**config.mk**
```make
export PLATFORM = sky130hd
export DESIGN_NAME = bus_arbiter_mux
export DESIGN_NICKNAME = d
export VERILOG_FILES = /design/src/rtl/bus_arbiter_mux.sv
export SDC_FILE = /design/constraint.sdc
export NUM_CORES = 1
export LEC_CHECK = 0
export ABC_AREA = 1
export CORE_AREA = 2 2 62 53
export DETAILED_ROUTE_END_ITERATION = 16
export DIE_AREA = 0 0 64 55
export HOLD_SLACK_MARGIN = 0.05
export PLACE_DENSITY = 0.76
export SLEW_MARGIN = 20
export SYNTH_ARGS = -nofsm -noshare
export SYNTH_HDL_FRONTEND = slang
export SYNTH_SLANG_ARGS = --single-unit
```
**constraint.sdc**
```tcl
create_clock -name clk -period 1.08 [get_ports clk]
set_input_delay 0.216 -clock clk [delete_from_list [all_inputs] [get_ports clk]]
set_output_delay 0.216 -clock clk [all_outputs]
set_load 0.01 [all_outputs]
```
**src/rtl/bus_arbiter_mux.sv**
```systemverilog
// ============================================================================
// Module   : bus_arbiter_mux
// Purpose  : Arbitrated, registered bus multiplexer (fixed-priority or round-robin).
// Revision : 1.0 - initial release
// ============================================================================
`default_nettype none

module bus_arbiter_mux #(
  parameter int DATA_W  = 8,
  parameter int N_SRC   = 4,
  parameter int N_DST   = 4,
  parameter int RR_MODE = 0
) (
  input  logic                    clk,
  input  logic                    reset,
  input  logic [N_SRC-1:0]        src_req,
  input  logic [N_SRC*DATA_W-1:0] src_data,
  output logic [N_SRC-1:0]        src_grant,
  input  logic [N_DST-1:0]        dst_load,
  output logic [DATA_W-1:0]       dst_data,
  output logic [N_DST-1:0]        dst_valid,
  output logic                    bus_busy,
  output logic                    err_orphan,
  input  logic                    err_clear
);

  localparam int IDX_W = $clog2(N_SRC);

  typedef enum logic [0:0] {
    S_IDLE  = 1'b0,
    S_GRANT = 1'b1
  } state_t;

  state_t             state_q;
  logic [N_SRC-1:0]   grant_q;
  logic [IDX_W-1:0]   ptr_q;
  logic [DATA_W-1:0]  data_q;
  logic [N_DST-1:0]   valid_q;
  logic               err_q;

  logic               req_any;
  logic [IDX_W-1:0]   search_base;
  logic [IDX_W:0]     search_off;
  logic [IDX_W-1:0]   win_idx;
  logic [N_SRC-1:0]   grant_d;
  logic [IDX_W-1:0]   ptr_d;
  logic [DATA_W-1:0]  data_d;

  // Search downward so the candidate closest to the base (lowest offset) wins.
  always_comb begin
    req_any     = |src_req;
    search_base = (RR_MODE != 0) ? ptr_q : '0;
    search_off  = '0;
    win_idx     = '0;
    for (int k = N_SRC - 1; k >= 0; k--) begin
      search_off = {1'b0, search_base} + (IDX_W + 1)'(k);
      if (search_off >= (IDX_W + 1)'(N_SRC)) begin
        search_off = search_off - (IDX_W + 1)'(N_SRC);
      end
      if (src_req[search_off[IDX_W-1:0]]) begin
        win_idx = search_off[IDX_W-1:0];
      end
    end
    grant_d          = '0;
    grant_d[win_idx] = 1'b1;
    ptr_d            = (win_idx == IDX_W'(N_SRC - 1)) ? '0 : win_idx + 1'b1;
  end

  always_comb begin
    data_d = '0;
    for (int i = 0; i < N_SRC; i++) begin
      if (grant_q[i]) begin
        data_d = src_data[i*DATA_W +: DATA_W];
      end
    end
  end

  always_ff @(posedge clk or negedge reset) begin
    if (!reset) begin
      state_q <= S_IDLE;
      grant_q <= '0;
      ptr_q   <= '0;
      data_q  <= '0;
      valid_q <= '0;
      err_q   <= 1'b0;
    end else begin
      if ((|dst_load) && (grant_q == '0)) begin
        err_q <= 1'b1;
      end else if (err_clear) begin
        err_q <= 1'b0;
      end

      valid_q <= '0;
      if (state_q == S_GRANT) begin
        data_q  <= data_d;
        valid_q <= dst_load;
      end

      // Re-arbitrate on every edge so back-to-back beats need no idle cycle.
      if (req_any) begin
        grant_q <= grant_d;
        state_q <= S_GRANT;
        if (RR_MODE != 0) begin
          ptr_q <= ptr_d;
        end
      end else begin
        grant_q <= '0;
        state_q <= S_IDLE;
      end
    end
  end

  assign src_grant  = grant_q;
  assign dst_data   = data_q;
  assign dst_valid  = valid_q;
  assign bus_busy   = |grant_q;
  assign err_orphan = err_q;

endmodule

`default_nettype wire

```
==> run metrics, run 1 <==
outcome complete, but fails checks; violated checks setup timing; XOR/XNOR Fraction of Synth Area 0; GRT met2 Usage 0.351; Placed Area 0.00166 mm²; Critical Path End Type primary output; Top delay family on crit path flip-flops; syn avg cell area 7.09 µm²; Combinational Power Share 0.314; Post-Synthesis Cells 141; crit share post-route 1.15; Worst IR Drop VDD 0.617 mV; DRT iter0 DRCs 20; CP Data Required Time 0.86 ns; crit-path cells nor2_2 > nand2_1 > buf_2; CTS Buf Count 3; worst clock skew 0.00962 ns; DP HPWL 2.20 mm; total gr overflow 0; Ports 61; design area 0.00176 mm²; global-route met1 utilization 0.186; PortBufs 60; Max H-tree Level 1; CP peak stage delay 0.41 ns; final RePlAce weighted congestion 0.814; initial antenna violation count 0; global-route wire length before repair 4.90 mm; crit path time final 1.24 ns; Syn Nets 184; clock latency on the worst-skew pair 0.29 ns; Max Transition Viols Final 0; worst-case clock buffer depth 2; Seq cells post-synth 18; clock network power share 0.242; via-per-instance ratio 4.55; synthesized cell area 1000 µm²; adder-cell share of the synthesized area 0; Simple-Gate Fraction of Synth Area 0.317; Net Switching 0.000453 W; Inserted Diodes 0; largest family of logic cells by synthesized area simple AND/OR/NAND/NOR gates; Final ANT Viol Nets 0; CP startpoint kind flip-flop; Leak Pwr 0.951 nW; Slew @ Worst Pin 0.271 ns; Die Width 64 µm; CP max-delay cell dfrtp_1; yosys synthesis warning count 0; pin count of the biggest net entering global routing 19; mux cell area share after synthesis 0; Netlist cell types 15; RSZ-0062 raised after global routing true; Compound-Gate Fraction of Synth Area 0.100; CP Max Fanout 2; Net Sw Frac 0.267; DRC violations left 0; Final Hold Fails 0; Die Y 55 µm; GRT busiest layer met2; Max Freq 808 MHz; Final #Nets 263; share of layout cells above drive strength 1 0.247; CP arrival 1.02 ns; Clock Tree Root clkbuf_4; Slew headroom 0.819; final worst slack -0.157 ns; Hold WC Path Type in2async; core area 0.00291 mm²; maxcap violations 0; CTS tree built; crit path buf inv count 1; Seq pwr share 0.444; GRT met3 Usage 0.0709; die area 0.00352 mm²; row count 18; Internal 0.00125 W; pwr/cell area 966 mW/mm²; Post-Route WL 3.00 mm; vias in the first global route 1178; CTS Sinks 18; 1st-pass router iterations 4; register area share after synthesis 0.451; clk slew on worst S/H paths 0.11 ns; Finish-stage setup viols 13; GRT Util Overall 0.183; synth-to-layout area growth 76.0%; via count 1178; drt wl/cell 11.6 µm; starting density of the core 0.344; critical path class reg2out; Core Util, Final 0.606; CTS Hold Buffers Added 0
## per-layer routing
metal / up-vias / wire [µm]
met5: - / 0
met4: 0 / 44
met3: 6 / 320
met2: 49 / 1500
met1: 536 / 1130
li1: 587 / -
## state kept, by name, summed over array words and instances, names as in the netlist
name	count
dst_data	8
dst_valid	4
err_orphan	1
src_grant	4
state_q	1
## final timing paths
check | cells past startpoint | to | slack [ns] | start
min in group clk | 1 | src_grant[0] | 0.46 | src_req[0]
setup reg to reg | 9 | dst_data[0] | -0.10 | src_grant[1]
max in group asynchronous | 2 | dst_valid[3] | 0.68 | reset
hold reg to reg | 2 | dst_data[1] | 0.48 | dst_data[1]
hold / removal | 2 | dst_data[2] | 0.26 | reset
setup / recovery | 3 | bus_busy | -0.16 | src_grant[3]
## synth_stat cells (all sizes together)
library cell,count,area share
nand2,62,0.23
inv,19,0.074
dfrtp,18,0.45
a21oi,16,0.095
nand3,10,0.050
buf,6,0.055
nor2,6,0.023
clkbuf,1,0.0038
nor3,1,0.0050
nor4,1,0.0063
o21ai,1,0.0050
## worst register-to-register path, stage by stage (launching register included)
cell and delay [ns]:
dfrtp_1 0.41, buf_4 0.16, buf_6 0.13, inv_6 0.07, nand3_1 0.07, nand2_1 0.08, nand2_1 0.05, nand2_1 0.06
nand2_1 0.04, nand2_1 0.05
## final cells by class
cell class | count | area [µm²]
fill | 274 | 1150
timing repair buffer | 81 | 716
multi-input combinational | 97 | 430
clock buffer | 4 | 36.3
inverter | 19 | 76.3
tap | 40 | 50.0
sequential | 18 | 450
## power groups by stage
stage	Combinational [W]	Clock (W)	Sequential, W
after floorplan	0.000147	0	0.000796
after global placement	0.000494	0	0.000769
after detailed placement	0.000504	0	0.000772
after CTS	0.000527	0.000438	0.000755
after global routing	0.000589	0.000474	0.000761
final	0.000533	0.000411	0.000755
## per-stage QoR
| stage | instances | hold slack (ns) | power [W] | TNS, ns | setup slack (ns) |
|---|---|---|---|---|---|
| 6_report | 259 | 0.260 | 0.00170 | -1.14 | -0.157 |
| 5_1_grt | 259 | 0.261 | 0.00182 | -2.30 | -0.260 |
| 4_1_cts | 258 | 0.254 | 0.00172 | -1.15 | -0.189 |
| 3_5_place_dp | 241 | 0.466 | 0.00128 | -0.670 | -0.196 |
| 3_3_place_gp | 241 | 0.461 | 0.00126 | -0.455 | -0.191 |
| 2_1_floorplan | 141 | -0.0796 | 0.000944 | 0 | 0.0705 |
## timing repair
item                       CTS  global route
resized for setup           85             2
pin swaps                    3             1
gates cloned                 1             0
setup endpoints to repair   24            19
buffers inserted            12             3
## cell usage in the layout (no fill, tap or decap), drive strengths merged
master | synthesis | final
inv | 19 | 19
nand3 | 10 | 10
clkbuf | 1 | 4
buf | 6 | 39
nor3 | 1 | 1
clkdlybuf4s50 | 0 | 42
dfrtp | 18 | 18
a21oi | 16 | 16
o21ai | 1 | 1
nor2 | 6 | 6
nand2 | 62 | 62
nor4 | 1 | 1
## logic make-up (layout without fill, tap and decap cells)
logic type / count (synthesis) / in the layout
DFF: 18 / 18
and+or+nand+nor: 80 / 80
buffers and inverters: 26 / 104
AOI/OAI and AO/OA: 17 / 17
Power figures use the tool's default switching activity.
==> run 2: changes to the inputs <==
==> constraint.sdc (replaced) <==
create_clock -name clk -period 1.08 [get_ports clk]
set_input_delay 0.162 -clock clk [delete_from_list [all_inputs] [get_ports clk]]
set_output_delay 0.162 -clock clk [all_outputs]
set_load 0.01 [all_outputs]
==> run metrics, run 2 (synthesized netlist as in run 1, its figures left out) <==
Hold WC Path Type in2async (unchanged); commonest non-fill, non-tap cell in the layout nand2_1 (unchanged); post-placement setup slack -0.139 ns (was -0.196 ns); crit share post-route 1.10 (was 1.15); final std cells w/o fill 253 (was 259); via-per-instance ratio 4.45 (was 4.55); Inserted Diodes 0 (unchanged); global-route wire length before repair 4.40 mm (was 4.90 mm); final worst slack -0.109 ns (was -0.157 ns); Slew headroom 0.819 (about the same); pwr/cell area 955 mW/mm² (was 966 mW/mm²); Seq. cell area 450 µm² (unchanged); 1st-pass router iterations 4 (unchanged); CTS Hold Buffers Added 0 (unchanged); Leak Pwr 0.929 nW (was 0.951 nW); clock latency on the worst-skew pair 0.30 ns (was 0.29 ns); design area 0.00176 mm² (about the same); DP HPWL 2.17 mm (was 2.20 mm); CP peak stage delay 0.40 ns (was 0.41 ns); RSZ-0062 raised after global routing true (unchanged); PortBufs 60 (unchanged); via count 1126 (was 1178); Final #Nets 257 (was 263); fill count 269 (was 274); CTS tree built (unchanged); Slew @ Worst Pin 0.271 ns (about the same); Finish-stage setup viols 11 (was 13); CP arrival 1.03 ns (was 1.02 ns); total gr overflow 0 (unchanged); worst clock skew 0.00356 ns (was 0.00962 ns); CTS Sinks 18 (unchanged); Placed Instances 242 (was 241); initial antenna violation count 0 (unchanged); Max Transition Viols Final 0 (unchanged); CP Max Fanout 2 (unchanged); Worst IR Drop VDD 0.753 mV (was 0.617 mV); core area 0.00291 mm² (unchanged); share of layout cells above drive strength 1 0.286 (was 0.247); CP Data Required Time 0.92 ns (was 0.86 ns); maxcap violations 0 (unchanged); DRT iter0 DRCs 32 (was 20); drt wl/cell 11.1 µm (was 11.6 µm); max FFs per register 8 (unchanged); starting density of the core 0.344 (unchanged); synth-to-layout area growth 76.5% (was 76.0%); area occupied by multi-input gates 479 µm² (was 430 µm²); violated checks setup timing (unchanged); row count 18 (unchanged); Die Y 55 µm (unchanged); Die Width 64 µm (unchanged); Placed Area 0.00165 mm² (was 0.00166 mm²); CP startpoint kind flip-flop (unchanged); die area 0.00352 mm² (unchanged); Final ANT Viol Nets 0 (unchanged); Post-Route WL 2.80 mm (was 3.00 mm); Max H-tree Level 1 (unchanged); Ports 61 (unchanged); most frequent cells in the layout 56 x nand2_1, 42 x clkdlybuf4s50_1, 18 x dfrtp_1, 16 x inv_1 (was 62 x nand2_1, 42 x clkdlybuf4s50_1, 18 x dfrtp_1, 16 x inv_1, 16 x buf_2); crit path time final 1.19 ns (was 1.24 ns); pin count of the biggest net entering global routing 19 (unchanged); worst-case clock buffer depth 2 (unchanged); Max Freq 841 MHz (was 808 MHz); outcome complete, but fails checks (unchanged); vias in the first global route 1115 (was 1178); crit-path cells nor2_2 > nand2_1 > buf_2 (unchanged); critical path class reg2out (unchanged); final RePlAce weighted congestion 0.790 (was 0.814); Final Hold Fails 0 (unchanged); DRC violations left 0 (unchanged); CTS Buf Count 3 (unchanged); Critical Path End Type primary output (unchanged); CP max-delay cell dfrtp_1 (unchanged); GRT Util Overall 0.163 (was 0.183); clk slew on worst S/H paths 0.10 ns (was 0.11 ns); Clock Tree Root clkbuf_4 (unchanged)
run 2: layout make-up:
cell class / count / share of cell area
Inverter: 19 / 0.0489
Sequential cell: 18 / 0.255
Timing Repair Buffer: 75 / 0.375
Tap cell: 40 / 0.0284
Multi-Input combinational cell: 97 / 0.272
Clock buffer: 4 / 0.0206
run 2: critical path: cells and delay by family, from the launching register on:
kind          cells  cell delay, ns
flops             1            0.40
simple gates      2            0.20
buf+inv           1            0.13
run 2: through the flow:
step / TNS [ns] / hold WS (ns) / utilization / power (W)
after detailed placement: -0.318 / 0.468 / 0.568 / 0.00127
after floorplan: 0 / -0.134 / - / 0.000944
after global placement: -0.215 / 0.462 / 0.568 / 0.00126
final: -0.586 / 0.176 / 0.607 / 0.00169
after CTS: -0.688 / 0.193 / 0.600 / 0.00168
after global routing: -1.54 / 0.196 / 0.607 / 0.00179
run 2: power by group:
group	total [W]	internal, W	switching (W)
clock network	0.000415	0.000206	0.000210
logic	0.000513	0.000294	0.000219
registers	0.000757	0.000729	0.0000288
total	0.00169	0.00123	0.000457
run 2: repair_timing:
item	4_1_cts	5_1_grt
gates cloned	0	1
resized for setup	60	32
setup endpoints to repair	26	24
pin swaps	3	9
setup buffers	6	1
run 2: path summary, 6_finish.rpt:
kind,startpoint,endpoint,slack [ns],cells after the start
min in group clk,src_req[0],src_grant[0],0.41,1
worst min register to register,dst_data[3],dst_data[3],0.49,2
max in group asynchronous,reset,state_q,0.71,2
worst max register to register,src_grant[1],dst_data[4],-0.06,9
worst min-delay path,reset,dst_data[1],0.18,2
worst max-delay path,src_grant[0],bus_busy,-0.11,3
run 2: routing by layer:
layer / vias to the layer above / routed length, µm / GRT usage
li1: 574 / - / -
met1: 507 / 1140 / 0.159
met2: 39 / 1370 / 0.323
met3: 6 / 251 / 0.0668
met4: 0 / 37 / 0.0471
met5: - / 0 / 0
==> run 3: changes to the inputs <==
--- a/config.mk
+++ b/config.mk
@@ -10,7 +10,7 @@
 export DETAILED_ROUTE_END_ITERATION = 16
 export DIE_AREA = 0 0 64 55
 export HOLD_SLACK_MARGIN = 0.05
-export PLACE_DENSITY = 0.76
+export PLACE_DENSITY = 0.81
 export SLEW_MARGIN = 20
 export SYNTH_ARGS = -nofsm -noshare
 export SYNTH_HDL_FRONTEND = slang
==> run metrics, run 3 (synthesized netlist as in run 1, its figures left out) <==
starting density of the core 0.344 (unchanged); Final #Nets 269 (was 257); maxcap violations 0 (unchanged); CP max-delay cell dfrtp_1 (unchanged); crit path buf inv count 2 (was 1); DP HPWL 2.11 mm (was 2.17 mm); outcome complete, but fails checks (unchanged); Inserted Diodes 0 (unchanged); Ports 61 (unchanged); total gr overflow 0 (unchanged); clk slew on worst S/H paths 0.12 ns (was 0.10 ns); Finish-stage setup viols 9 (was 11); Post-Route WL 2.97 mm (was 2.80 mm); Max H-tree Level 1 (unchanged); drt wl/cell 11.2 µm (was 11.1 µm); GRT Util Overall 0.185 (was 0.163); CP Max Fanout 2 (unchanged); crit-path cells buf_6 > nor2_4 > nand2_1 > buf_2 (was nor2_2 > nand2_1 > buf_2); Final Hold Fails 0 (unchanged); pin count of the biggest net entering global routing 19 (unchanged); final RePlAce weighted congestion 0.801 (was 0.790); row count 18 (unchanged); Critical Path End Type primary output (unchanged); DRT iter0 DRCs 65 (was 32); post-placement setup slack -0.156 ns (was -0.139 ns); CTS Sinks 18 (unchanged); worst clock skew 0.0181 ns (was 0.00356 ns); worst-case clock buffer depth 2 (unchanged); r2r worst-path depth 7 (was 9); Die Width 64 µm (unchanged); commonest non-fill, non-tap cell in the layout nand2_1 (unchanged); pwr/cell area 930 mW/mm² (was 955 mW/mm²); Setup Total Neg Slack -0.504 ns (was -0.586 ns); share of layout cells above drive strength 1 0.302 (was 0.286); Reg2Reg Capture Point dst_data[0] (was dst_data[4]); final worst slack -0.196 ns (was -0.109 ns); CP peak stage delay 0.41 ns (was 0.40 ns); Slew headroom 0.819 (about the same); WHS 0.169 ns (was 0.176 ns); CP startpoint kind flip-flop (unchanged); crit path time final 1.28 ns (was 1.19 ns); core area 0.00291 mm² (unchanged); die area 0.00352 mm² (unchanged); critical path class reg2out (unchanged); total power 0.00175 W (was 0.00169 W); PortBufs 60 (unchanged); max FFs per register 8 (unchanged); synth-to-layout area growth 87.9% (was 76.5%); CTS Hold Buffers Added 0 (unchanged); Max Transition Viols Final 0 (unchanged); Die Y 55 µm (unchanged); RSZ-0062 raised after global routing true (unchanged); Hold WC Path Type in2async (unchanged); CTS Buf Count 3 (unchanged); clock latency on the worst-skew pair 0.30 ns (about the same); Leak Pwr 0.996 nW (was 0.929 nW); Final ANT Viol Nets 0 (unchanged); Max Freq 783 MHz (was 841 MHz); initial antenna violation count 0 (unchanged); crit share post-route 1.18 (was 1.10); CP arrival 1.11 ns (was 1.03 ns); CTS tree built (unchanged); Slew @ Worst Pin 0.271 ns (about the same); Core Util, Final 0.646 (was 0.607); Critical R2R Launch src_grant[3] (was src_grant[1]); via count 1155 (was 1126); vias in the first global route 1140 (was 1115); most frequent cells in the layout 62 x nand2_1, 42 x clkdlybuf4s50_1, 19 x buf_4, 18 x dfrtp_1, 16 x inv_1 (was 56 x nand2_1, 42 x clkdlybuf4s50_1, 18 x dfrtp_1, 16 x inv_1); Clock Tree Root clkbuf_4 (unchanged); via-per-instance ratio 4.36 (was 4.45); Worst IR Drop VDD 0.668 mV (was 0.753 mV); fill count 249 (was 269); flop2flop setup slack -0.07 ns (was -0.06 ns); CP Data Required Time 0.92 ns (about the same); 1st-pass router iterations 4 (unchanged); DRC violations left 0 (unchanged); Top delay family on crit path flip-flops (unchanged); global-route wire length before repair 4.93 mm (was 4.40 mm); violated checks setup timing (unchanged)
run 3: cell types whose count changed in the layout (fill, tap and decap cells not counted), moves of 2 or more:
cell | previous run | this run
nand2_2 | 6 | 0
clkbuf_2 | 6 | 2
buf_6 | 3 | 11
nand2_1 | 56 | 62
nor2_2 | 2 | 0
buf_4 | 11 | 19
run 3: repair_timing:
action,4_1_cts,5_1_grt
pin swaps,1,6
endpoints found under the setup margin,26,18
gates resized for setup,81,21
setup buffers,15,3
cloned,0,0
run 3: layout make-up:
type / instances / area, µm² / area share
clock buffer: 4 / 36.3 / 0.0193
inverter: 19 / 86.3 / 0.0460
multi-input combinational: 97 / 483 / 0.257
sequential: 18 / 450 / 0.240
tap: 40 / 50.0 / 0.0266
timing repair buffer: 87 / 772 / 0.411
run 3: routing by layer:
layer / track usage / vias up / wire, µm
li1: - / 598 / -
met2: 0.372 / 40 / 1540
met3: 0.0729 / 2 / 271
met4: 0.0109 / 0 / 9
met5: 0 / - / 0
met1: 0.196 / 515 / 1150
run 3: per-stage QoR:
stage	instance area, µm²	std cells
CTS	1810	262
detailed placement	1680	246
floorplan	1000	141
finish	1880	265
global placement	1680	246
global route	1880	265
run 3: worst max path at each step:
stage / startpoint / to / slack [ns] / cells after the start
after floorplan: src_grant[3] / dst_data[1] / 0.07 / 6
after global placement: src_grant[3] / bus_busy / -0.14 / 3
after detailed placement: src_grant[3] / bus_busy / -0.16 / 3
after CTS: src_grant[1] / bus_busy / -0.18 / 4
after global routing: src_grant[3] / bus_busy / -0.28 / 4
final: src_grant[3] / bus_busy / -0.20 / 4
run 3: worst reg2reg max path: stages, from the launching register on:
cell	delay, ns
dfrtp_1	0.41
buf_4	0.14
buf_6	0.11
buf_6	0.12
a21oi_1	0.11
nand2_1	0.07
nand2_1	0.05
nand2_1	0.04
run 3: power by group:
part	switching (W)	total, W	internal [W]
Sequential	0.0000281	0.000757	0.000729
Clock	0.000225	0.000431	0.000205
Combinational	0.000231	0.000560	0.000329
Total	0.000484	0.00175	0.00126
